$ cat config.mk
export PLATFORM = sky130hd
export DESIGN_NAME = ex_stage
export DESIGN_NICKNAME = d
export VERILOG_FILES = /design/src/rtl/ex_stage.sv
export SDC_FILE = /design/constraint.sdc
export NUM_CORES = 1
export LEC_CHECK = 0
export ABC_AREA = 1
export BUFFER_PORTS_ARGS = -buffer_cell sky130_fd_sc_hd__buf_2
export CAP_MARGIN = 20
export CORE_UTILIZATION = 50
export DETAILED_ROUTE_END_ITERATION = 10
export GPL_TIMING_DRIVEN = 0
export PLACE_DENSITY = 0.73
export SLEW_MARGIN = 20
export SYNTH_ARGS = -nofsm -noshare
export SYNTH_HDL_FRONTEND = slang
export SYNTH_SLANG_ARGS = --single-unit
$ cat constraint.sdc
create_clock -name clk -period 6.9 [get_ports clk]
set_input_delay 0 -clock clk [delete_from_list [all_inputs] [get_ports clk]]
set_output_delay 0 -clock clk [all_outputs]
set_load 0.01 [all_outputs]
$ cat src/rtl/ex_stage.sv
// Execute stage of the 5-stage MIPS pipeline: ALU, branch-target adder, destination mux,
// iterative shift-add multiplier and the EX/MEM register. Optional forwarding muxes: EX_FORWARD_EN.
module ex_stage #(
  parameter int MUL_CYCLES = 32
) (
  input  logic        clk,
  input  logic        reset,
  input  logic [1:0]  ex_wb_ctl,
  input  logic [2:0]  ex_m_ctl,
  input  logic [1:0]  ex_alu_op,
  input  logic [5:0]  ex_funct,
  input  logic        ex_alusrc,
  input  logic        ex_regdst,
  input  logic [31:0] ex_npc,
  input  logic [31:0] ex_rdata1,
  input  logic [31:0] ex_rdata2,
  input  logic [31:0] ex_sign_ext,
  input  logic [4:0]  ex_rt,
  input  logic [4:0]  ex_rd,
  input  logic        flush,
  input  logic [1:0]  fwd_a,
  input  logic [1:0]  fwd_b,
  input  logic [31:0] mem_fwd_data,
  input  logic [31:0] wb_fwd_data,
  output logic [1:0]  ex_mem_wb_ctl,
  output logic        ex_mem_branch,
  output logic        ex_mem_memread,
  output logic        ex_mem_memwrite,
  output logic [31:0] ex_mem_add_result,
  output logic        ex_mem_zero,
  output logic [31:0] ex_mem_alu_result,
  output logic [31:0] ex_mem_write_data,
  output logic [4:0]  ex_mem_write_reg,
  output logic        ex_busy
);

  localparam int CW = $clog2(MUL_CYCLES + 1);

  typedef enum logic [1:0] {IDLE, MUL, DONE} mul_state_t;

  typedef struct packed {
    logic [1:0]  wb_ctl;
    logic        branch;
    logic        memread;
    logic        memwrite;
    logic [31:0] add_result;
    logic        zero;
    logic [31:0] alu_result;
    logic [31:0] write_data;
    logic [4:0]  write_reg;
  } ex_mem_t;

  mul_state_t    state;
  logic [CW-1:0] count;
  logic [31:0]   mul_a, mul_b, acc;
  ex_mem_t       ex_mem, nxt;

  logic [31:0] op_a, rdata2_final, op_b, alu_result, result_final;
  logic        is_mult, take_bubble;

`ifdef EX_FORWARD_EN
  function automatic logic [31:0] fwd_sel(input logic [1:0] sel, input logic [31:0] reg_val,
                                          input logic [31:0] mem_val, input logic [31:0] wb_val);
    case (sel)
      2'b10:   return mem_val;
      2'b01:   return wb_val;
      default: return reg_val;
    endcase
  endfunction

  assign op_a         = fwd_sel(fwd_a, ex_rdata1, mem_fwd_data, wb_fwd_data);
  assign rdata2_final = fwd_sel(fwd_b, ex_rdata2, mem_fwd_data, wb_fwd_data);
`else
  logic unused_fwd;
  assign unused_fwd   = ^{fwd_a, fwd_b, mem_fwd_data, wb_fwd_data};
  assign op_a         = ex_rdata1;
  assign rdata2_final = ex_rdata2;
`endif

  assign op_b    = ex_alusrc ? ex_sign_ext : rdata2_final;
  assign is_mult = (ex_alu_op == 2'b10) && (ex_funct == 6'h18);

  // NOTE: every always_comb output gets a default first so no path can infer a latch.
  always_comb begin
    alu_result = '0;
    case (ex_alu_op)
      2'b00: alu_result = op_a + op_b;
      2'b01: alu_result = op_a - op_b;
      2'b10: begin
        case (ex_funct)
          6'h20:   alu_result = op_a + op_b;
          6'h22:   alu_result = op_a - op_b;
          6'h24:   alu_result = op_a & op_b;
          6'h25:   alu_result = op_a | op_b;
          6'h2A:   alu_result = {31'b0, $signed(op_a) < $signed(op_b)};
          // mult's product comes from the iterative unit in DONE, not from this mux
          default: alu_result = '0;
        endcase
      end
      default: alu_result = '0;
    endcase
  end

  assign result_final = (state == DONE) ? acc : alu_result;
  assign take_bubble  = flush || (state == MUL) || (state == IDLE && is_mult);
  assign ex_busy      = reset && ((state == MUL) || (state == IDLE && is_mult && !flush));

  always_comb begin
    nxt = '0;
    if (!take_bubble) begin
      nxt.wb_ctl                           = ex_wb_ctl;
      {nxt.branch, nxt.memread, nxt.memwrite} = ex_m_ctl;
      nxt.add_result                       = ex_npc + {ex_sign_ext[29:0], 2'b00};
      nxt.zero                             = (result_final == '0);
      nxt.alu_result                       = result_final;
      nxt.write_data                       = rdata2_final;
      nxt.write_reg                        = ex_regdst ? ex_rd : ex_rt;
    end
  end

  // NOTE: sequential state uses non-blocking assignments only, so all flops update together.
  always_ff @(posedge clk or negedge reset) begin
    if (!reset) begin
      state  <= IDLE;
      count  <= '0;
      mul_a  <= '0;
      mul_b  <= '0;
      acc    <= '0;
      ex_mem <= '0;
    end else begin
      ex_mem <= nxt;
      if (flush) begin
        state <= IDLE;
        count <= '0;
      end else begin
        case (state)
          IDLE: if (is_mult) begin
            mul_a <= op_a;
            mul_b <= op_b;
            acc   <= '0;
            count <= '0;
            state <= MUL;
          end
          MUL: begin
            if (mul_b[0]) acc <= acc + mul_a;
            mul_a <= mul_a << 1;
            mul_b <= mul_b >> 1;
            count <= count + CW'(1);
            if (count == CW'(MUL_CYCLES - 1)) state <= DONE;
          end
          DONE:    state <= IDLE;
          default: state <= IDLE;
        endcase
      end
    end
  end

  assign ex_mem_wb_ctl     = ex_mem.wb_ctl;
  assign ex_mem_branch     = ex_mem.branch;
  assign ex_mem_memread    = ex_mem.memread;
  assign ex_mem_memwrite   = ex_mem.memwrite;
  assign ex_mem_add_result = ex_mem.add_result;
  assign ex_mem_zero       = ex_mem.zero;
  assign ex_mem_alu_result = ex_mem.alu_result;
  assign ex_mem_write_data = ex_mem.write_data;
  assign ex_mem_write_reg  = ex_mem.write_reg;

endmodule

# Yosys cells after proc, flatten, opt, wreduce, memory -nomap -nowiden
# Cells that the tools add are included.
[totals]
regBits = 211
input_bits = 224
elab_cells = 75
[op_classes]
add_sub_neg = 5
order_cmp = 1
n_eq_ne = 15
n_mux = 20
bitwise_logic = 3
reduce_logical = 17
[op_table]
columns = ["cell", "n"]
rows = [
  ["two-way mux 32 bit", 6],
  ["one-hot mux 32 bit (2 select lines)", 3],
  ["one-hot mux 32 bit (5 select lines)", 1],
  ["two-way mux 107 bit", 1],
  ["adder 32 bit", 3],
  ["one-hot mux 32 bit (3 select lines)", 1],
  ["bitwise AND 32 bit", 1],
  ["logical NOT 32 bit", 1],
  ["less-than comparator 32 bit", 1],
  ["bitwise OR 32 bit", 1],
  ["subtractor 32 bit", 1],
  ["== test 6 bit, second input constant", 5],
  ["== test 6 x 5 -> 1 bit, second input constant", 2],
  ["two-way mux 6 bit", 2],
  ["one-hot mux 6 bit (2 select lines)", 1],
  ["adder 6 x 1 -> 6 bit, second input constant", 1],
  ["two-way mux 2 bit", 3],
  ["two-way mux 5 bit", 1],
  ["== test 2 x 1 -> 1 bit, second input constant", 2],
  ["== test 2 bit, second input constant", 2],
  ["logical AND 1 bit", 4],
  ["logical NOT 2 bit", 2],
  ["!= test 2 bit, second input constant", 2],
  ["one-hot mux 2 bit (2 select lines)", 1],
  ["10 further kinds", 13],
]

# Logic depth before layout (Yosys ltp)
[logic_depth]
word_depth = 7
depth_mapped = 25

# Worst setup path before layout
# Ideal clock, no wire load.
[synth_timing]
path_kind = "input to register"
startpoint = "input port ex_alusrc"
endpoint = "register ex_mem, in the netlist ex_mem_zero"
arrival_time_ps = 2646
t_required_ps = 6829
slack_ps = 4182
cell_stages = 24
path_cell_list = "inv_1 > clkbuf_1 > or2_2 > o21ai_0 > inv_1 > ha_1 > fa_1 > o21ai_4 > nand3_4 > nand2_4 > nand2_4 > nand2_4 > nand2_2 > nand2_2 > nand2_1 > nand3_1 > nand3_1 > nand2_1 > nand2_1 > nor2_1 > nand2_1 > nor2_1 > nand3_1 > nor2_1"
[synth_lines]
columns = ["element", "line_no", "source"]
rows = [
  ["start: declaration", "12", "input logic ex_alusrc,"],
  ["end signal: assignment", "131", "ex_mem <= nxt;"],
  ["end: declaration", "56", "ex_mem_t ex_mem, nxt;"],
]

==> out/metrics.csv <==
stage,metric,value,unit
critical_path,crit path max fanout,4,
synthesis,Yosys Warn Count,0,
global_routing,first-pass GRT wire length,119.7,mm
route,Final ANT Viol Nets,0,
place,dpl hpwl,62.36,mm
synthesis,sequential share of the synthesized area,0.2846,
place,gpl congestion,1.038,
synthesis,top-area cell type share of the netlist area,0.2846,
synthesis,Post-Syn Nets,3203,
cts,Root Buffer,clkbuf_16,
synthesis,post-synthesis register bit count,211,
cts,CTS buffer count,26,
sta,RSZ-0062 raised after global routing,false,
synthesis,Avg Inst Size Synth,6.585,µm²
floorplan,chip height,194.6,µm
place,dpl cells,3550,
cts,clk sink count,211,
synthesis,list of most frequent post-synthesis cells,"742 x nand2_1, 411 x inv_1, 276 x nor2_1",
synthesis,post-synthesis instance area,18550,µm²
route,drt wl/cell,21.31,µm
cells_and_area,final-stage net count,3645,
floorplan,core area,36520,µm²
synthesis,Mapped Cells,2817,
sta,Worst Tran Pin Value,1.302,ns
sta,fin crit share,0.5441,
route,Vias/cell,5.715,
synthesis,"FFs w/ async S/R, synth",1.000,
synthesis,Post-synth EDFFs,0,
route,detailed-route DRC error count,0,
cts,CTS tree,built,
sta,Slew Limit Fails,0,
cts,Max clock buf depth,3,
floorplan,Die Width,194.6,µm
synthesis,Yosys cell types,56,
sta,TNS Setup,0,ns
pwr,worst vdd ir,0.2030,mV
floorplan,die area,37880,µm²
sta,fmax,0.2663,GHz
cells_and_area,Finished Layout Cells,3750,
floorplan,standard-cell row count,70,
sta,crit path time final,3.755,ns
cts,setup bufs post-CTS,0,
cts,clock latency on the worst-skew pair,0.56,ns
pwr,overall power,4.694,mW
sta,"Hold Vio Cnt, Final",0,
critical_path,"Req. time, crit path",7.33,ns
flow_run,Max-cap violations,0,
critical_path,WP data arrival,4.18,ns
synthesis,most frequent cell after synthesis,nand2_1,
synthesis,Synth area leaders,"dfrtp_1 28%, nand2_1 15%, ha_1 11%, inv_1 8.3%, nand3_1 5.8%",
pwr,P per Cell Area,204.7,nW/µm²
sta,Final WS setup,3.145,ns
pwr,Pleak,12.41,nW
route,initial DRC count,1985,
route,drt pass-1 iters,6,
synthesis,ys flop type,dfrtp_1,
synthesis,"area leader, netlist",dfrtp_1,
run_status,status,completed,
route,Routed WL,79.90,mm
cells_and_area,Layout area overhead,23.61,%
critical_path,WS Path Type,in2reg,
route,via count,21430,
critical_path,CP Launch Type,primary input,
cts,CTS clock-pin slew for the worst setup and hold paths,0.07,ns
global_routing,initial antenna violation count,6,
global_routing,vias in the first global route,20970,
cts,post-CTS sizing,0,
place,Place WS,2.923,ns
cells_and_area,finished layout cell area,22930,µm²
sta,clk_skew,0.01861,ns
sta,Finish-stage setup viols,0,
global_routing,total grt overflow,0,
global_routing,GRT Total Usage,0.4161,
place,# port buffers,263,
place,Placed Area,20520,µm²
cells_and_area,layout cells sized above 1,0.1504,
floorplan,I/O pin total,332,
floorplan,Starting Density,0.5079,
cells_and_area,fillers,3369,
worst_hold_path,Tightest Hold Check Type,in2async,
cts,CTS Hold Buffers Added,149,
critical_path,Crit. End Element,register,
sta,Slew HR,0.1227,
global_routing,pin count of the biggest net entering global routing,99,
cts,H-tree depth,1,
## cell usage in the layout (no fill, tap or decap), drive strengths merged, types with 4 or more instances in the layout
cell	synthesis	final
a21oi	173	173
o21a	9	9
nand2	768	768
xor2	13	13
clkinv	1	5
nor3	27	27
dfrtp	211	211
buf	53	319
nor2	303	303
o211ai	33	33
inv	433	434
o221ai	4	4
o22ai	21	21
a21o	6	6
ha	158	158
a221oi	4	4
o21ai	185	185
fa	4	4
o21bai	11	11
nand3	216	216
nand4	24	24
a21boi	10	10
and2	5	5
clkbuf	38	75
or2	34	34
o31ai	8	8
a31oi	49	49
diode	0	4
dlygate4sd3	0	148
nand3b	5	5
## final timing paths
| kind | start | to | slack, ns | depth (start not counted) |
|---|---|---|---|---|
| setup / recovery | ex_sign_ext[2] | ex_mem_add_result[24] | 3.15 | 17 |
| hold / removal | reset | mul_b[13] | 0.02 | 3 |
| setup reg to reg | state[0] | ex_mem_add_result[12] | 4.19 | 9 |
| hold reg to reg | acc[12] | acc[12] | 0.52 | 2 |
| max in group asynchronous | reset | mul_b[20] | 6.34 | 3 |
| min in group clk | ex_npc[8] | ex_mem_add_result[9] | 0.04 | 5 |
## report_power, final
group	switching [mW]	total, mW	internal (mW)	leakage, nW
registers	0.0723	1.43	1.36	2.66
clock network	0.587	1.45	0.865	0.436
logic	1.19	1.81	0.614	9.32
## logic make-up after synthesis
| family | count (synthesis) | share of synthesized area |
|---|---|---|
| AO/OA/AOI/OAI | 515 | 0.1607 |
| XOR/XNOR | 16 | 0.007555 |
| adder cells (fa/ha/maj) | 162 | 0.1109 |
| buffers and inverters | 525 | 0.1153 |
| flip-flops | 211 | 0.2846 |
| multiplexers | 1 | 0.0005396 |
| AND/OR/NAND/NOR | 1387 | 0.3204 |
## area by class of cell
cell class	instances	area, µm²	area share
repair buffers	414	2883	0.1257
flip-flops and latches	211	5280	0.2303
well taps	468	585.6	0.02554
clock inverters	10	118.9	0.005184
clock buffers	37	783.3	0.03416
plain buffers	91	509.2	0.02221
multi-input cells	2081	11130	0.4855
diodes	4	10.01	0.0004365
inverters	434	1629	0.07104
## routing by layer
layer | up-vias | GRT usage | share of wire
li1 | 9966 | - | -
met5 | - | 0 | 0.00039
met2 | 1189 | 0.6786 | 0.45
met3 | 297 | 0.07253 | 0.086
met1 | 9975 | 0.5073 | 0.39
met4 | 4 | 0.2707 | 0.075
## per-stage QoR
| step | hold WS, ns | util |
|---|---|---|
| 6_report | 0.01721 | 0.6279 |
| 5_1_grt | 0.03177 | 0.6279 |
| 4_1_cts | 0.006764 | 0.6276 |
| 3_5_place_dp | -0.1207 | 0.5618 |
| 3_3_place_gp | 0.2132 | 0.5600 |
| 2_1_floorplan | -0.2956 | - |
## worst max-delay path, cell delays in order
cell and delay, ns:
dlygate4sd3_1 0.57, buf_2 0.14, ha_1 0.29, dlygate4sd3_1 0.60
nand2_1 0.13, a31oi_1 0.15, nand2_1 0.10, nand2_1 0.12
a21oi_1 0.26, inv_1 0.12, a21oi_1 0.42, o21ai_1 0.24
nand3_1 0.15, nand2_1 0.07, o21ai_0 0.15, a21oi_1 0.07
dlygate4sd3_1 0.59
Note: power is estimated with default switching activity, not from simulation.
